File: src/rtl/pipe_hazard_pkg.sv
// Shared definitions for the pipeline hazard unit: instruction codes, the
// "no register" ID, one-hot status codes and the hazard FSM state type.
package pipe_hazard_pkg;

    // Instruction codes
    localparam logic [3:0] IHALT   = 4'h0;
    localparam logic [3:0] IMRMOVQ = 4'h5;
    localparam logic [3:0] IJXX    = 4'h7;
    localparam logic [3:0] IRET    = 4'h9;
    localparam logic [3:0] IPOPQ   = 4'hB;

    // Register ID meaning "no register"
    localparam logic [3:0] RNONE   = 4'hF;

    // One-hot status codes
    localparam logic [3:0] SAOK    = 4'b1000;
    localparam logic [3:0] SHLT    = 4'b0100;
    localparam logic [3:0] SADR    = 4'b0010;
    localparam logic [3:0] SINS    = 4'b0001;

    typedef enum logic [1:0] {
        RUN     = 2'd0,
        LU_WAIT = 2'd1,
        HALTED  = 2'd2
    } hz_state_e;

endpackage

File: src/rtl/pipe_hazard_unit_sat_counter.sv
// Saturating event counter.
// Ports: clk, rst (async, active-high), inc (count this cycle),
//        clr (synchronous zero, wins over inc), cnt (current value).
module sat_counter #(
    parameter int CNT_W = 32
) (
    input  logic             clk,
    input  logic             rst,
    input  logic             inc,
    input  logic             clr,
    output logic [CNT_W-1:0] cnt
);

    logic [CNT_W-1:0] cnt_q;
    logic [CNT_W-1:0] cnt_d;

    always_comb begin
        cnt_d = cnt_q;
        if (clr) begin
            cnt_d = '0;
        end else if (inc && (cnt_q != {CNT_W{1'b1}})) begin
            cnt_d = cnt_q + 1'b1;
        end
    end

    always_ff @(posedge clk or posedge rst) begin
        if (rst) begin
            cnt_q <= '0;
        end else begin
            cnt_q <= cnt_d;
        end
    end

    assign cnt = cnt_q;

endmodule

File: src/rtl/pipe_hazard_unit.sv
// Pipeline hazard/control unit. Detects exceptions, branch mispredicts,
// load-use hazards and returns, and drives the per-stage stall/bubble
// controls. A small FSM stretches load-use stalls to LU_PENALTY cycles and
// latches the halted condition until reset. Three saturating counters
// track stall, bubble and mispredict cycles.
// Inputs : clk, rst, stage icodes (D/E/M), decode sources, E-stage load
//          destination, branch condition, M/W status, counter clear.
// Outputs: F_stall, D_stall, D_bubble, E_bubble, M_bubble, W_stall,
//          set_cc, halted, cnt_stall, cnt_bubble, cnt_mispred.
module pipe_hazard_unit
    import pipe_hazard_pkg::*;
#(
    parameter int REG_W      = 4,
    parameter int ICODE_W    = 4,
    parameter int STAT_W     = 4,
    parameter int LU_PENALTY = 1,
    parameter int CNT_W      = 32
) (
    input  logic               clk,
    input  logic               rst,
    input  logic [ICODE_W-1:0] D_icode,
    input  logic [ICODE_W-1:0] E_icode,
    input  logic [ICODE_W-1:0] M_icode,
    input  logic [REG_W-1:0]   d_srcA,
    input  logic [REG_W-1:0]   d_srcB,
    input  logic [REG_W-1:0]   E_dstM,
    input  logic               e_cnd,
    input  logic [STAT_W-1:0]  m_stat,
    input  logic [STAT_W-1:0]  W_stat,
    input  logic               clr_cnt,
    output logic               F_stall,
    output logic               D_stall,
    output logic               D_bubble,
    output logic               E_bubble,
    output logic               M_bubble,
    output logic               W_stall,
    output logic               set_cc,
    output logic               halted,
    output logic [CNT_W-1:0]   cnt_stall,
    output logic [CNT_W-1:0]   cnt_bubble,
    output logic [CNT_W-1:0]   cnt_mispred
);

    localparam int LU_W = 4;

    hz_state_e       state_q, state_d;
    logic [LU_W-1:0] lu_cnt_q, lu_cnt_d;

    logic m_bad, w_bad, exc, mispred, load_use, ret_hit, mp_evt;

    assign m_bad    = (m_stat != STAT_W'(SAOK));
    assign w_bad    = (W_stat != STAT_W'(SAOK));
    assign exc      = m_bad | w_bad;
    assign mispred  = (E_icode == ICODE_W'(IJXX)) && !e_cnd;
    assign load_use = ((E_icode == ICODE_W'(IMRMOVQ)) || (E_icode == ICODE_W'(IPOPQ))) &&
                      (E_dstM != REG_W'(RNONE)) &&
                      ((E_dstM == d_srcA) || (E_dstM == d_srcB));
    assign ret_hit  = (D_icode == ICODE_W'(IRET)) || (E_icode == ICODE_W'(IRET)) ||
                      (M_icode == ICODE_W'(IRET));

    always_comb begin
        state_d  = state_q;
        lu_cnt_d = lu_cnt_q;
        F_stall  = 1'b0;
        D_stall  = 1'b0;
        D_bubble = 1'b0;
        E_bubble = 1'b0;
        M_bubble = 1'b0;
        W_stall  = 1'b0;
        halted   = 1'b0;
        mp_evt   = 1'b0;
        // Outputs are combinational, so they are gated here to read 0 the
        // moment rst rises rather than after the flops settle.
        if (!rst) begin
            case (state_q)
                RUN: begin
                    if (exc) begin
                        M_bubble = m_bad;
                        W_stall  = w_bad;
                        if (w_bad) state_d = HALTED;
                    end else if (mispred) begin
                        D_bubble = 1'b1;
                        E_bubble = 1'b1;
                        mp_evt   = 1'b1;
                    end else if (load_use) begin
                        F_stall  = 1'b1;
                        D_stall  = 1'b1;
                        E_bubble = 1'b1;
                        if (LU_PENALTY > 1) begin
                            state_d  = LU_WAIT;
                            lu_cnt_d = LU_W'(LU_PENALTY - 1);
                        end
                    end else if (ret_hit) begin
                        F_stall  = 1'b1;
                        D_bubble = 1'b1;
                    end
                end
                LU_WAIT: begin
                    if (exc) begin
                        // Exception overrides the pending stall entirely.
                        M_bubble = m_bad;
                        W_stall  = w_bad;
                        state_d  = w_bad ? HALTED : RUN;
                        lu_cnt_d = '0;
                    end else begin
                        F_stall  = 1'b1;
                        D_stall  = 1'b1;
                        E_bubble = 1'b1;
                        lu_cnt_d = lu_cnt_q - 1'b1;
                        // Leaving on the count-to-zero edge makes the total
                        // stall exactly LU_PENALTY cycles (1 in RUN + rest here).
                        if (lu_cnt_q <= LU_W'(1)) state_d = RUN;
                    end
                end
                HALTED: begin
                    F_stall  = 1'b1;
                    D_stall  = 1'b1;
                    M_bubble = 1'b1;
                    W_stall  = 1'b1;
                    halted   = 1'b1;
                end
                default: begin
                    state_d  = RUN;
                    lu_cnt_d = '0;
                end
            endcase
        end
    end

    assign set_cc = !rst && !((E_icode == ICODE_W'(IHALT)) || exc || (state_q == HALTED));

    always_ff @(posedge clk or posedge rst) begin
        if (rst) begin
            state_q  <= RUN;
            lu_cnt_q <= '0;
        end else begin
            state_q  <= state_d;
            lu_cnt_q <= lu_cnt_d;
        end
    end

    sat_counter #(.CNT_W(CNT_W)) u_cnt_stall (
        .clk(clk), .rst(rst), .inc(F_stall), .clr(clr_cnt), .cnt(cnt_stall)
    );

    sat_counter #(.CNT_W(CNT_W)) u_cnt_bubble (
        .clk(clk), .rst(rst), .inc(D_bubble | E_bubble | M_bubble), .clr(clr_cnt),
        .cnt(cnt_bubble)
    );

    sat_counter #(.CNT_W(CNT_W)) u_cnt_mispred (
        .clk(clk), .rst(rst), .inc(mp_evt), .clr(clr_cnt), .cnt(cnt_mispred)
    );

endmodule

File: config.mk
export PLATFORM = sky130hd
export DESIGN_NAME = pipe_hazard_unit
export DESIGN_NICKNAME = d
export VERILOG_FILES = /design/src/rtl/pipe_hazard_pkg.sv /design/src/rtl/pipe_hazard_unit_sat_counter.sv /design/src/rtl/pipe_hazard_unit.sv
export SDC_FILE = /design/constraint.sdc
export NUM_CORES = 1
export LEC_CHECK = 0
export CAP_MARGIN = 0
export CORE_UTILIZATION = 50
export DETAILED_ROUTE_END_ITERATION = 6
export GPL_ROUTABILITY_DRIVEN = 1
export PLACE_DENSITY_LB_ADDON = 0.2
export SLEW_MARGIN = 25
export SYNTH_ARGS = -nofsm -noshare
export SYNTH_HDL_FRONTEND = slang
export SYNTH_SLANG_ARGS = --single-unit
export TNS_END_PERCENT = 20
File: constraint.sdc
create_clock -name clk -period 5.26 [get_ports clk]
set_input_delay 1.052 -clock clk [delete_from_list [all_inputs] [get_ports clk]]
set_output_delay 1.052 -clock clk [all_outputs]
set_load 0.1 [all_outputs]
==> qor.csv <==
metric,value,unit
DRC,0,
Layout Cells excl Fill,913,
Die H,108.8,µm
Fillers,872,
layout cells sized above 1,6.468,%
Post-Syn Area,0.005703,mm²
mean post-synth cell area,8.883,µm²
unrepaired setup endpoints after global routing,no,
cell taking the most area after synthesis,dfrtp_1,
initial antenna violation count,0,
CP max FO,5,
Routed Antenna Nets,0,
HP Class,reg2reg,
Worst VDD drop,0.1430,mV
htree depth,3,
routed via count,5653,
I/O pin count,140,
clock latency on the worst-skew pair,0.35,ns
final antenna diode count,0,
largest cells by area after synthesis,"dfrtp_1, a21oi_1, or4_1",
top_reg_cell synth,dfrtp_1,
Pwr per Cell Area,220.7,mW/mm²
starting density of the core,51.93,%
DP HPWL,10560,µm
vias in the first global route,5385,
Final period util,85.91,%
CP Buf/Inv Count,2,
Port Buffer Count,139,
mean routed wirelength per cell,16.84,µm
max-slew violation count,0,
setup TNS,0,ns
commonest cells in the netlist,"dfrtp_1, a21oi_1, nor2_1, or4_1, o31ai_1",
routed vias/inst,6.192,
row cnt,38,
Clock Pin Slew Worst Setup and Hold Paths,0.07,ns
Hold Buf Count CTS,0,
Critical Path RT,4.21,ns
endpoints failing setup,0,
CP max-delay cell,clkdlybuf4s50_1,
nets,807,
"Warnings, synthesis",0,
Synth Instances,642,
Die Width,108.8,µm
clk buf depth,2,
CTS root buffer,clkbuf_16,
Layout Area Growth over Synthesis,32.80,%
"FFs w/ async S/R, synth",100.0,%
CTS buffer count,9,
"Seq/Total Area, Yosys",42.56,%
CP Capture Type,primary output,
core area,0.01098,mm²
endpoints failing hold,0,
most frequent cell after synthesis,dfrtp_1,
largest net degree at the start of global routing,60,
Hold Slack,0.5757,ns
WP data arrival,3.47,ns
Synth top area share,42.56,%
Crit Path Class,in2out,
total setup buffers inserted after CTS,0,
GRT Util Overall,26.57,%
CTS tree,done,
Seq cells post-synth,97,
Tmin final,4.519,ns
headroom to the max-slew limit,31.88,%
die area,0.01184,mm²
static leakage,0.002715,µW
post_cts resized,0,
crit path cell chain,clkdlybuf4s50_1 -> xor2_1 -> nor4_1 -> o21ai_0 -> or4_1 -> a21oi_1 -> buf_12,
total grt overflow,0,
first-pass GRT wire length,25270,µm
Max Fclk,0.2213,GHz
CP max stage delay,0.47,ns
dpl cell area,0.007221,mm²
Post-Syn Nets,681,
skew final,0.004687,ns
Worst Setup Start Kind,primary input,
"Largest delay share family, worst path",simple AND/OR/NAND/NOR gates,
MaxCap Viol Count,0,
setup slack at placement,0.7961,ns
post-route cell area,0.007574,mm²
Initial DRT Pass Iterations,6,
placed insts,897,
status,"complete, no violations",
"crit path setup slack, layout",0.7414,ns
routability cong.,0.8390,
unique cell type count in the Yosys netlist,49,
Least-Margin Pin Slew,1.019,ns
clock sinks,97,
number of synthesized flops with an enable pin,0,
DRT iter0 DRCs,406,
Total Wirelength,15370,µm
==> worst register-to-register path, cell delays in order, from the launching register on <==
cell	delay [ns]
dfrtp_1	0.44
nand4_1	0.23
nor4_1	0.85
nand3_1	0.57
nor3_1	0.39
xnor2_1	0.16
nor2_1	0.05
==> routing by layer <==
metal	routed length, µm	track usage [%]	vias to the layer above
met3	916	5.260	20
met1	6725	34.77	2731
met4	171	8.398	0
li1	-	-	2704
met2	7560	44.26	198
met5	0	0	-
==> power by group <==
| group | switching, µW | internal [µW] |
|---|---|---|
| clock network | 296 | 480 |
| registers | 3.47 | 748 |
| logic | 98.9 | 46.3 |
| total | 398 | 1270 |
==> logic make-up after synthesis <==
group,after synthesis,synth area share (%)
and+or+nand+nor,304,31.09
AOI/OAI and AO/OA,143,15.07
DFF,97,42.56
buffers and inverters,51,3.510
xor gates and xnor gates,35,5.375
muxes,9,1.733
adders and majority gates,3,0.6583
==> sequential cells by signal, indices dropped and copies added (netlist names) <==
| signal | count |
|---|---|
| u_cnt_stall.cnt | 32 |
| state_q | 1 |
| u_cnt_bubble.cnt | 32 |
| u_cnt_mispred.cnt | 32 |
==> stage by stage <==
stage / total power (µW) / utilization, %
3_5_place_dp: 910.8 / 65.74
3_3_place_gp: 907.2 / 65.74
5_1_grt: 1720 / 68.96
2_1_floorplan: 852.3 / -
4_1_cts: 1680 / 68.96
6_report: 1672 / 68.96
==> cell type report <==
cell class              instances  area, µm²  area share (%)
clock inverters                 6      113.9           1.503
inverters                      19      75.07          0.9912
clock buffers                  10      239.0           3.155
repair buffers                147       1454           19.20
multi-input cells             494       3089           40.79
flip-flops and latches         97       2427           32.05
well taps                     140      175.2           2.313
==> cells in the final DEF, fill, tap and decap left out, types with 15 or more instances in the layout <==
cell	n
a21oi_1	65
clkdlybuf4s50_1	131
dfrtp_1	97
inv_1	18
nand2_1	39
nand3_1	40
nand4_1	32
nor2_1	50
nor3_1	15
o21ai_0	23
o31ai_1	41
or3_1	17
or4_1	43
xor2_1	22
==> path summary, 6_finish.rpt <==
kind                                      start               endpoint  slack [ns]  depth (start not counted)
setup / recovery                      E_dstM[1]                D_stall        0.74                          7
hold / removal              u_cnt_stall.cnt[21]    u_cnt_stall.cnt[21]        0.58                          2
setup reg to reg           u_cnt_mispred.cnt[3]  u_cnt_mispred.cnt[30]        2.44                          6
hold reg to reg             u_cnt_stall.cnt[21]    u_cnt_stall.cnt[21]        0.58                          2
max in group asynchronous                   rst    u_cnt_stall.cnt[13]        3.23                          3
min in group asynchronous                   rst   u_cnt_bubble.cnt[10]        1.55                          3
Note: power is estimated with default switching activity, not from simulation.
